### config.mk
export PLATFORM = sky130hd
export DESIGN_NAME = mem_req_stage
export DESIGN_NICKNAME = d
export VERILOG_FILES = /design/src/rtl/mem_req_stage.sv
export SDC_FILE = /design/constraint.sdc
export NUM_CORES = 1
export LEC_CHECK = 0
export BUFFER_PORTS_ARGS = -buffer_cell sky130_fd_sc_hd__buf_2
export CAP_MARGIN = 25
export CORE_AREA = 8 8 167 169
export CTS_BUF_LIST = sky130_fd_sc_hd__clkbuf_2
export DETAILED_ROUTE_END_ITERATION = 8
export DIE_AREA = 0 0 175 177
export PLACE_DENSITY = 0.64
export SETUP_SLACK_MARGIN = 0.15
export SYNTH_ARGS = -nofsm -noshare
export SYNTH_HDL_FRONTEND = slang
export SYNTH_SLANG_ARGS = --single-unit
export TNS_END_PERCENT = 1
### constraint.sdc
create_clock -name clk -period 2.1 [get_ports clk]
set_clock_uncertainty 0.05 [all_clocks]
set_input_delay 0.315 -clock clk [delete_from_list [all_inputs] [get_ports clk]]
set_output_delay 0.315 -clock clk [all_outputs]
set_load 0.02 [all_outputs]
### src/rtl/mem_req_stage.sv
// rtl/mem_req_stage.sv - memory request stage: latches execute results, checks alignment, issues data requests
// Optional feature macro: RS_ALE_CHECK_EN (misaligned access raises ALE instead of forcing alignment).
module mem_req_stage #(
  parameter int IN_WD  = 238,
  parameter int OUT_WD = 83
) (
  input  logic              clk,
  input  logic              reset,
  input  logic              es_to_rs_valid,
  input  logic [IN_WD-1:0]  es_to_rs_bus,
  output logic              rs_allowin,
  input  logic              ms_allowin,
  output logic              rs_to_ms_valid,
  output logic [OUT_WD-1:0] rs_to_ms_bus,
  input  logic              flush,
  output logic              data_req,
  output logic              data_wr,
  output logic [1:0]        data_size,
  output logic [3:0]        data_wstrb,
  output logic [31:0]       data_addr,
  output logic [31:0]       data_wdata,
  input  logic              data_addr_ok,
  output logic              rs_discard,
  output logic [39:0]       rs_to_ds_bus
);

  typedef enum logic [1:0] {IDLE, WAIT, SENT} state_t;

  state_t           state;
  logic             rs_valid;
  logic             cancel;
  logic [IN_WD-1:0] bus_r;

  logic [31:0] pc, result, rkd, addr;
  logic [4:0]  dest;
  logic [5:0]  ecode_in, rs_ecode;
  logic        gr_we, ld_w, ld_b, ld_h, ld_bu, ld_hu, ex_in, st_w, st_h, st_b, mem_we;
  logic        is_ld, mem_op, byte_op, half_op, word_op, ale, rs_ex;
  logic        accept, ready_go, out_go;
  logic        unused_bits;

  assign pc       = bus_r[31:0];
  assign result   = bus_r[63:32];
  assign dest     = bus_r[68:64];
  assign gr_we    = bus_r[69];
  assign ld_w     = bus_r[70];
  assign ld_b     = bus_r[71];
  assign ld_h     = bus_r[72];
  assign ld_bu    = bus_r[73];
  assign ld_hu    = bus_r[74];
  assign ex_in    = bus_r[125];
  assign ecode_in = bus_r[131:126];
  assign rkd      = bus_r[197:166];
  assign st_w     = bus_r[198];
  assign st_h     = bus_r[199];
  assign st_b     = bus_r[200];
  assign mem_we   = bus_r[201];

  assign unused_bits = &{1'b0, bus_r[124:75], bus_r[165:132], bus_r[IN_WD-1:202]};

  assign is_ld   = ld_w | ld_b | ld_h | ld_bu | ld_hu;
  assign mem_op  = mem_we | is_ld;
  assign byte_op = ld_b | ld_bu | st_b;
  assign half_op = ld_h | ld_hu | st_h;
  assign word_op = ld_w | st_w;

`ifdef RS_ALE_CHECK_EN
  assign ale  = rs_valid & ~ex_in & ((word_op & (result[1:0] != 2'b00)) | (half_op & result[0]));
  assign addr = result;
`else
  // Without the check, misaligned addresses are silently rounded down to the access size.
  assign ale  = 1'b0;
  assign addr = word_op ? {result[31:2], 2'b00} :
                half_op ? {result[31:1], 1'b0}  : result;
`endif

  assign rs_ex    = ex_in | ale;
  assign rs_ecode = ale ? 6'h09 : ecode_in;

  assign data_req = (state == WAIT) |
                    ((state == IDLE) & rs_valid & mem_op & ~rs_ex & ~flush);
  assign accept   = data_req & data_addr_ok;
  assign ready_go = ~mem_op | rs_ex | (state == SENT) | (accept & ~((state == WAIT) & cancel));

  assign rs_to_ms_valid = rs_valid & ready_go & ~flush;
  assign out_go         = rs_to_ms_valid & ms_allowin;
  assign rs_allowin     = (state != WAIT) & (~rs_valid | (ready_go & ms_allowin));
  assign rs_discard     = accept & (state == WAIT) & (cancel | flush);

  assign data_wr    = mem_we;
  assign data_addr  = addr;
  assign data_size  = word_op ? 2'd2 : (half_op ? 2'd1 : 2'd0);
  assign data_wdata = st_b ? {4{rkd[7:0]}} : (st_h ? {2{rkd[15:0]}} : rkd);

  always_comb begin
    data_wstrb = 4'h0;
    if (st_w)      data_wstrb = 4'hF;
    else if (st_h) data_wstrb = 4'b0011 << addr[1:0];
    else if (st_b) data_wstrb = 4'b0001 << addr[1:0];
  end

  assign rs_to_ms_bus = {pc, result, dest, gr_we, ld_hu, ld_bu, ld_h, ld_b, ld_w,
                         is_ld, rs_ex, rs_ecode};
  assign rs_to_ds_bus = {rs_valid & is_ld, rs_valid, gr_we, dest, result};

  always_ff @(posedge clk) begin
    if (reset) begin
      rs_valid <= 1'b0;
      bus_r    <= '0;
      state    <= IDLE;
      cancel   <= 1'b0;
    end else begin
      // rs_allowin is held low in WAIT, so a departure from WAIT must clear rs_valid here.
      if (rs_allowin) begin
        rs_valid <= es_to_rs_valid & ~flush;
        if (es_to_rs_valid) bus_r <= es_to_rs_bus;
      end else if (flush | out_go) begin
        rs_valid <= 1'b0;
      end
      case (state)
        IDLE: begin
          if (accept)        state <= out_go ? IDLE : SENT;
          else if (data_req) state <= WAIT;
        end
        WAIT: begin
          if (data_addr_ok) begin
            cancel <= 1'b0;
            state  <= (cancel | flush | out_go) ? IDLE : SENT;
          end else if (flush) begin
            cancel <= 1'b1;
          end
        end
        SENT: if (flush | out_go) state <= IDLE;
        default: state <= IDLE;
      endcase
    end
  end

endmodule

==> impl_metrics.yaml, run 1 <==
status:
  status: "finished, violations left"
  violations: "negative setup slack"
logic_synthesis:
  synth-seq-cells: 122
  synth_xor_area_share_pct: 0
  yosys.area.top_type_share_pct: 33.02
  syn_nets: 1033
  synth_top_family_by_area: "simple AND/OR/NAND/NOR gates"
  syn_area_per_cell_um2: 9.421
  synth_compound_area_share_pct: 3.417
  seq_area_frac_synth_pct: 33.02
  ys_warn_count: 0
  netlist_instances: 785
  syn_area_um2: 7396
  ys_types: 37
  yosys-top-cells-area: "dfxtp_1 (33%), nand2b_1 (20%), mux2i_1 (17%), buf_4 (16%), buf_12 (3.2%)"
  synth-adder-area-share_pct: 0.6767
  synth.mux.area_fraction_pct: 18.27
  synth_simple_gate_area_share_pct: 22.59
  yosys.area.top_type: "dfxtp_1"
cells_and_area:
  stdcell_count: 1423
  multi_input_area_um2: 3470
  mostFrequentLayoutCell: "buf_2"
  register_area_um2: 2469
  layout_common_cells: "buf_2 (296), nand2b_1 (237), dlygate4sd3_1 (133), mux2i_1 (123), dfxtp_1 (113)"
  nets: 1324
  area_growth_pct: 34.99
  fill_cells: 2476
  drive_gt1_share_pct: 39.01
detailed_routing:
  ant_nets: 0
  drc: 0
  drt-wirelength-per-cell_um: 15.25
  drt-total-wl_um: 21700
  via_count: 5902
  detail_route.iter0.violations: 208
  vias_per_cell: 4.148
  drt_first_pass_iters: 4
clock_tree:
  cts-root-buf: "clkbuf_2"
  numCtsBuffers: 17
  clock_sinks: 122
  ctsLongestPathBuffers: 2
  ctsHtreeMaxLevel: 4
  worstSkewPairLatency_ns: 0.65
  clk_pin_slew_ns: 0.23
  cts_tree: "yes"
die:
  fp.coreArea_um2: 25470
  pin_count: 442
  start_util_pct: 29.04
  row_count: 59
  die_h_um: 177
  die-area_um2: 30980
  dieWidth_um: 175
power:
  pwr-share-clk_pct: 23.3
  p_leak_uw: 0.004764
  cellPowerDensity_nw_per_um2: 590.7
  p_int_uw: 3793
  power.share.sequential_pct: 44.8
  pwr-share-comb_pct: 32.0
  finalPower_uw: 5897
  p_sw_uw: 2104
  switching_share_pct: 35.67
  irDropWorstVdd_v: 0.0002727
worst_hold_path:
  min-delay-start: "flush"
  hp-class: "in2reg"
global_routing:
  met2_usage_pct: 22.95
  grt_pass1_wl_um: 33240
  grt-ovfl-total: 0
  top_usage_layer: "met2"
  grt_pass1_vias: 6192
  grt_max_degree: 101
  grt_use_met1_pct: 14.46
  grtUsageMet3_pct: 6.081
  grt_util_all_layers_pct: 13.28
  grt_antenna_before_repair: 1
worst_setup_path:
  worstPathMaxFanout: 3
  path_cells: "nor3_2, buf_4, nand3_4, ha_4, a221o_1, buf_6"
  rr_startpoint: "bus_r[73]"
  crit_required_ns: 1.74
  crit_path_start: "bus_r[72]"
  startpoint_type: "register"
  cp-end-kind: "primary output"
  crit_type: "reg2out"
  arrival_ns: 2.10
  slowest_stage: "dfxtp_2"
  cp_slowest_stage_delay_ns: 0.36
sta:
  fin_crit_sh_pct: 117.5
  slew_headroom_pct: 73.57
  slew_viol_final: 0
  finalHoldViolations: 0
  max_freq_ghz: 0.4054
  finalSetupViolCount: 15
  finalCriticalPeriod_ns: 2.467
  tightest_slew_ns: 0.3965
  setup_ws_ns: -0.3668
  grt_setup_unrepaired: "yes"
placement:
  gp_congestion: 0.7162
  hpwl_um: 15140
  placed_cells: 1257
  place_ws_ns: 0.05911
  port_buffers: 321
job:
  drv_cap: 0
## power groups by stage
stage          clock [uW]  combinational, uW  sequential, uW
2_1_floorplan           0               1360            2640
3_3_place_gp            0               1570            2680
3_5_place_dp            0               1580            2690
4_1_cts              1460               1840            2640
5_1_grt              1550               2020            2670
6_report             1370               1890            2640
## flip-flops by register name, summed over array words and instances, names as in the netlist
signal    count
bus_r       118
state         2
cancel        1
rs_valid      1
## cell usage after synthesis
library cell and number:
a311oi_4 1, o21bai_1 1, or2b_1 1, nor4_1 1
ha_1 4, dfxtp_1 122, o21ai_0 17, nor2_1 9
o22a_1 1, clkbuf_1 30, a41o_2 1, o31a_1 1
buf_1 1, nand2b_1 238, nand3_1 1, nand2_1 12
buf_6 1, buf_4 161, a221o_1 3, nand4bb_1 1
nand2b_4 1, buf_12 12, o21a_1 1, a22oi_1 1
and2_1 1, nor3_1 1, a2111oi_0 1, a21oi_1 2
mux2_2 8, mux2i_1 126, a31oi_1 2, nor2b_1 4
inv_1 14, a211oi_1 1, a31oi_4 1, nor2_2 1
nor3_4 1
## critical path, delay by kind of cell, from the launching register on
kind / cells / cell delay (ns)
adder cells (fa/ha/maj): 1 / 0.23
buffers and inverters: 2 / 0.30
AND/OR/NAND/NOR: 2 / 0.26
flip-flops: 1 / 0.36
AO/OA/AOI/OAI: 1 / 0.32
## through the flow
stage	util [%]	hold slack [ns]	setup TNS, ns	cell area [um^2]
finish	39.20	0.1425	-3.552	9983
global route	39.20	0.02273	-8.821	9983
CTS	38.46	0.009551	-7.542	9796
detailed placement	31.78	0.4091	0	8093
global placement	31.78	0.4056	0	8093
floorplan	-	0.3437	0	7396
## kinds of logic (layout without fill, tap and decap cells)
logic type | Yosys count | count (layout)
buffers and inverters | 219 | 521
other | 0 | 1
AND/OR/NAND/NOR | 272 | 272
multiplexers | 134 | 134
flip-flops | 122 | 122
adder cells (fa/ha/maj) | 4 | 4
AO/OA/AOI/OAI | 34 | 34
## layer usage
| layer | wire length [um] | vias to the layer above | part of all wire, % |
|---|---|---|---|
| li1 | - | 2956 | - |
| met1 | 8814 | 2702 | 41 |
| met2 | 10500 | 231 | 48 |
| met3 | 2137 | 13 | 9.8 |
| met4 | 246 | 0 | 1.1 |
| met5 | 0 | - | 0 |
## layout make-up
class	instances	share of cell area (%)
Clock buffer	20	1.003
Tap cell	335	4.199
Multi-Input combinational cell	444	34.75
Clock inverter	10	0.8021
Inverter	14	0.5514
Sequential cell	122	24.73
Timing Repair Buffer	477	33.94
Antenna cell	1	0.02507
## path summary, 6_finish.rpt
check                        to  slack, ns  cells after the start
hold / removal         state[1]       0.14                      5
setup / recovery  data_wstrb[2]      -0.37                      6
hold reg to reg       bus_r[29]       0.43                      2
setup reg to reg     bus_r[178]       0.13                      6
## what timing repair did
action | CTS | global route
setup buffers | 2 | 0
setup endpoints to repair | 144 | 110
endpoints found under the hold margin | 122 | 0
gates resized for setup | 68 | 54
hold buffers | 133 | 0
cloned | 0 | 0
pin swaps | 5 | 4
Note: power is estimated with default switching activity, not from simulation.
==> inputs of run 2 (changes only) <==
==> constraint.sdc (replaced) <==
create_clock -name clk -period 2.4 [get_ports clk]
set_clock_uncertainty 0.05 [all_clocks]
set_input_delay 0.36 -clock clk [delete_from_list [all_inputs] [get_ports clk]]
set_output_delay 0.36 -clock clk [all_outputs]
set_load 0.02 [all_outputs]
==> run 2 against run 1 <==
The flow still finishes with violations (negative setup slack). Sequential cell count is the same. Routed wire length is essentially flat. Clock power is essentially flat. Via count fell by 0.17%. Critical path depth unchanged. Sequential share of layout area rose by 0.43 points. Worst setup slack better by 0.23 ns. Sequential power decreased by 13%. Die area did not move. First-iteration DRC count shrank 16%. Clock-buffer cell count is the same. Critical endpoint unchanged.
==> impl_metrics.yaml, run 2 (synthesized netlist as in run 1, its figures left out) <==
detailed_routing:
  vias_per_cell: 4.155
  drt_first_pass_iters: 4
  drc: 0
  ant_nets: 0
  drt-wirelength-per-cell_um: 15.29
  via_count: 5892
  detail_route.iter0.violations: 174
  drt-total-wl_um: 21680
clock_tree:
  ctsHtreeMaxLevel: 4
  ctsLongestPathBuffers: 2
  worstSkewPairLatency_ns: 0.64
  clock_sinks: 122
  numCtsBuffers: 17
  cts-root-buf: "clkbuf_2"
  cts_tree: "yes"
  clk_pin_slew_ns: 0.19
cells_and_area:
  layout_common_cells: "buf_2 (303), nand2b_1 (238), mux2i_1 (126), dlygate4sd3_1 (126), dfxtp_1 (113)"
  reg.largest.list: "bus_r: 118 flops, state: 2 flops"
  mostFrequentLayoutCell: "buf_2"
  nets: 1319
  fill_cells: 2475
  drive_gt1_share_pct: 37.71
  largest_reg_flops: 118
  area_growth_pct: 32.79
  largest_register: "bus_r"
die:
  fp.coreArea_um2: 25470
  die-area_um2: 30980
  die_h_um: 177
  dieWidth_um: 175
  pin_count: 442
  start_util_pct: 29.04
  row_count: 59
power:
  p_leak_uw: 0.004747
  cellPowerDensity_nw_per_um2: 538.7
  irDropWorstVdd_v: 0.0002396
sta:
  slew_headroom_pct: 73.53
  tightest_slew_ns: 0.3971
  slew_viol_final: 0
  fin_crit_sh_pct: 105.9
  max_freq_ghz: 0.3935
  finalHoldViolations: 0
  finalSetupViolCount: 5
  grt_setup_unrepaired: "yes"
  finalCriticalPeriod_ns: 2.541
  setup_ws_ns: -0.1411
  tns_ns: -0.3950
status:
  violations: "negative setup slack"
  status: "finished, violations left"
worst_setup_path:
  startpoint_type: "register"
  reg2reg_depth: 6
  r2r_slack_ns: 0.29
  arrival_ns: 2.13
  rr_endpoint: "bus_r[125]"
  crit_path_start: "bus_r[72]"
  worstPathMaxFanout: 3
  crit_required_ns: 1.99
  cp-end-kind: "primary output"
  rr_startpoint: "bus_r[72]"
  crit_type: "reg2out"
global_routing:
  grt_pass1_vias: 6145
  grt_util_all_layers_pct: 13.20
  grt_pass1_wl_um: 32690
  grt_antenna_before_repair: 1
  grt_max_degree: 114
  grt-ovfl-total: 0
placement:
  place_ws_ns: 0.2622
  gp_congestion: 0.7390
  hpwl_um: 15200
  port_buffers: 321
worst_hold_path:
  min-delay-start: "flush"
  hp-class: "in2reg"
  hold_path_end: "state[0]"
  min_path_cells: 4
job:
  drv_cap: 0
## run 2: cell types whose count changed in the layout (fill, tap and decap cells not counted), sizes merged
cell and delta:
dlygate4sd3 -7, clkinvlp -1, bufinv +2, clkbuf -1
clkinv -1, buf +3
## run 2: critical path: stages, from the launching register on
cell     delay, ns
dfxtp_4       0.40
nor3_4        0.18
buf_6         0.13
nand3_4       0.09
ha_4          0.23
a221o_1       0.33
buf_6         0.14
## run 2: routing by layer
metal  routed length [um]  share of wire, %  vias up  GRT usage [%]
met5                    0                 0        -              0
met4                  216               1.0        0          3.497
met3                 2035               9.4       16          5.910
met2                10750                50      231          23.82
met1                 8672                40     2714          13.74
li1                     -                 -     2931              -
## run 2: power breakdown
| group | leakage, uW | switching [uW] | internal, uW | total [uW] |
|---|---|---|---|---|
| Clock | 0.000141 | 812 | 569 | 1380 |
| Sequential | 0.00101 | 135 | 2180 | 2310 |
| Combinational | 0.00360 | 844 | 753 | 1600 |
| Total | 0.00475 | 1790 | 3500 | 5290 |
## run 2: how the worst max path moves through the flow
stage	to	cells past startpoint
4_1_cts	data_wstrb[2]	6
6_report	data_wstrb[2]	6
5_1_grt	data_wstrb[2]	6
2_1_floorplan	data_wdata[24]	4
3_5_place_dp	bus_r[8]	6
3_3_place_gp	bus_r[71]	6
## run 2: layout make-up
cell class	instances	area (um^2)	share of cell area (%)
multi-input combinational	444	3410	34.72
timing repair buffer	472	3238	32.97
sequential	122	2471	25.16
tap	335	419.2	4.268
clock inverter	10	127.6	1.300
clock buffer	20	100.1	1.019
inverter	14	52.55	0.5351
antenna	1	2.502	0.02548
## run 2: stage by stage
stage               hold slack, ns  std cells  utilization [%]  power (uW)  instance area (um^2)
finish                      0.1967       1418            38.56        5291                  9821
global route                0.1031       1418            38.56        5604                  9821
CTS                        0.07611       1417            38.10        5376                  9703
detailed placement          0.4118       1260            31.86        3742                  8115
global placement            0.4053       1260            31.86        3724                  8115
floorplan                   0.3887        785                -        3501                  7396
## run 2: repair_timing
action                                  CTS  global route
endpoints found under the hold margin   122             0
setup buffers                             1             0
endpoints found under the setup margin   37            38
pin swaps                                 4             9
resized for setup                        27            47
hold buffers                            126             0
==> inputs of run 3 (changes only) <==
--- a/config.mk
+++ b/config.mk
@@ -12,7 +12,9 @@
 export DETAILED_ROUTE_END_ITERATION = 8
 export DIE_AREA = 0 0 175 177
 export PLACE_DENSITY = 0.64
+export RECOVER_POWER = 50
 export SETUP_SLACK_MARGIN = 0.15
+export SLEW_MARGIN = 20
 export SYNTH_ARGS = -nofsm -noshare
 export SYNTH_HDL_FRONTEND = slang
 export SYNTH_SLANG_ARGS = --single-unit
==> run 3 against run 2 <==
The flow still finishes with violations (negative setup slack). Critical endpoint unchanged. Final cell count stayed put. Clock power is essentially flat. Sequential power hardly changed. Power shrank 0.31%. Critical path depth unchanged. First-iteration DRC count down 0.57%.
==> impl_metrics.yaml, run 3 (synthesized netlist as in run 1, its figures left out) <==
worst_hold_path:
  hp-class: "in2reg"
  min-delay-start: "flush"
detailed_routing:
  drt-wirelength-per-cell_um: 15.31
  drt_first_pass_iters: 4
  detail_route.iter0.violations: 173
  vias_per_cell: 4.147
  drc: 0
  ant_nets: 0
  via_count: 5880
  drt-total-wl_um: 21710
clock_tree:
  worstSkewPairLatency_ns: 0.64
  ctsHtreeMaxLevel: 4
  numCtsBuffers: 17
  clock_sinks: 122
  cts_tree: "yes"
  cts-root-buf: "clkbuf_2"
  ctsLongestPathBuffers: 2
  clk_pin_slew_ns: 0.19
sta:
  fin_crit_sh_pct: 105.8
  finalCriticalPeriod_ns: 2.540
  whs_ns: 0.1986
  finalHoldViolations: 0
  slew_headroom_pct: 71.27
  grt_setup_unrepaired: "yes"
  slew_viol_final: 0
  tightest_slew_ns: 0.4300
  tns_ns: -0.3847
  setup_ws_ns: -0.1398
  finalSetupViolCount: 5
  max_freq_ghz: 0.3937
worst_setup_path:
  cp_slowest_stage_delay_ns: 0.40
  worstPathMaxFanout: 3
  cpMostUsedCell: "buf_6"
  arrival_ns: 2.13
  slowest_stage: "dfxtp_4"
  rr_startpoint: "bus_r[72]"
  crit_required_ns: 1.99
  path_cells: "nor3_4, buf_6, nand3_4, ha_4, a221o_1, buf_6"
  crit_type: "reg2out"
  crit_path_start: "bus_r[72]"
  r2r_slack_ns: 0.30
  cp-end-kind: "primary output"
  startpoint_type: "register"
status:
  violations: "negative setup slack"
  status: "finished, violations left"
die:
  row_count: 59
  fp.coreArea_um2: 25470
  pin_count: 442
  dieWidth_um: 175
  start_util_pct: 29.04
  die_h_um: 177
  die-area_um2: 30980
global_routing:
  grt_util_all_layers_pct: 13.20
  grt_max_degree: 114
  grt_antenna_before_repair: 1
  grt_pass1_vias: 6145
  grt_pass1_wl_um: 32690
  grt-ovfl-total: 0
cells_and_area:
  largest_register: "bus_r"
  stdcell_count: 1418
  area_growth_pct: 31.79
  mostFrequentLayoutCell: "buf_2"
  fill_cells: 2499
  layout_common_cells: "buf_2 (250), nand2b_1 (238), mux2i_1 (126), dlygate4sd3_1 (126), dfxtp_1 (113)"
  nets: 1319
  drive_gt1_share_pct: 32.72
  reg.largest.list: "bus_r: 118 flops, state: 2 flops"
  largest_reg_flops: 118
placement:
  port_buffers: 321
  gp_congestion: 0.7390
  hpwl_um: 15200
  placed_cells: 1260
power:
  irDropWorstVdd_v: 0.0002396
  p_leak_uw: 0.004540
  cellPowerDensity_nw_per_um2: 541.2
job:
  drv_cap: 0
## run 3: cell count changes in the layout (fill, tap and decap cells not counted)
cell,previous run,this run
nor2b_1,3,4
nor2b_4,1,0
buf_2,303,250
clkbuf_1,0,53
## run 3: worst max-delay path, delay by kind of cell (launching register included)
family / cells / cell delay [ns]
AO/OA/AOI/OAI: 1 / 0.33
adder cells (fa/ha/maj): 1 / 0.23
buffers and inverters: 2 / 0.27
flip-flops: 1 / 0.40
AND/OR/NAND/NOR: 2 / 0.27
## run 3: per-layer routing
layer  vias up  GRT usage (%)  part of all wire (%)
li1       2931              -                     -
met1      2702          13.74                    40
met2       231          23.82                    50
met3        16          5.910                   9.5
met4         0          3.497                   1.0
met5         -              0                     0
## run 3: final cells by class
cell class / instances / area (um^2) / share of cell area, %
Timing Repair Buffer: 472 / 3172 / 32.54
Tap cell: 335 / 419.2 / 4.300
Antenna cell: 1 / 2.502 / 0.02567
Multi-Input combinational cell: 444 / 3402 / 34.90
Inverter: 14 / 52.55 / 0.5392
Clock buffer: 20 / 100.1 / 1.027
Clock inverter: 10 / 127.6 / 1.309
Sequential cell: 122 / 2471 / 25.35
## run 3: path summary, 6_finish.rpt
path,to,depth (start not counted)
setup / recovery,data_wstrb[2],6
hold / removal,state[0],4
setup reg to reg,bus_r[125],6
hold reg to reg,bus_r[29],2
## run 3: power breakdown
| part | internal [uW] | leakage [uW] | switching (uW) |
|---|---|---|---|
| registers | 2180 | 0.00101 | 137 |
| logic | 735 | 0.00339 | 844 |
| clock network | 569 | 0.000141 | 813 |
| total | 3480 | 0.00454 | 1790 |
## run 3: timing repair
action / in CTS / in global routing
pin swaps: 4 / 9
endpoints found under the hold margin: 122 / 0
hold buffers: 126 / 0
resized for setup: 27 / 47
setup buffers: 1 / 0
gates cloned: 0 / 0
setup endpoints to repair: 37 / 38
## run 3: per-stage QoR
stage / util [%] / total power, uW / instance area [um^2] / worst slack (ns)
finish: 38.27 / 5275 / 9747 / -0.1398
CTS: 38.10 / 5376 / 9703 / -0.3018
global placement: 31.86 / 3724 / 8115 / 0.2966
floorplan: - / 3501 / 7396 / 0.4538
detailed placement: 31.86 / 3742 / 8115 / 0.2622
global route: 38.27 / 5590 / 9747 / -0.3671
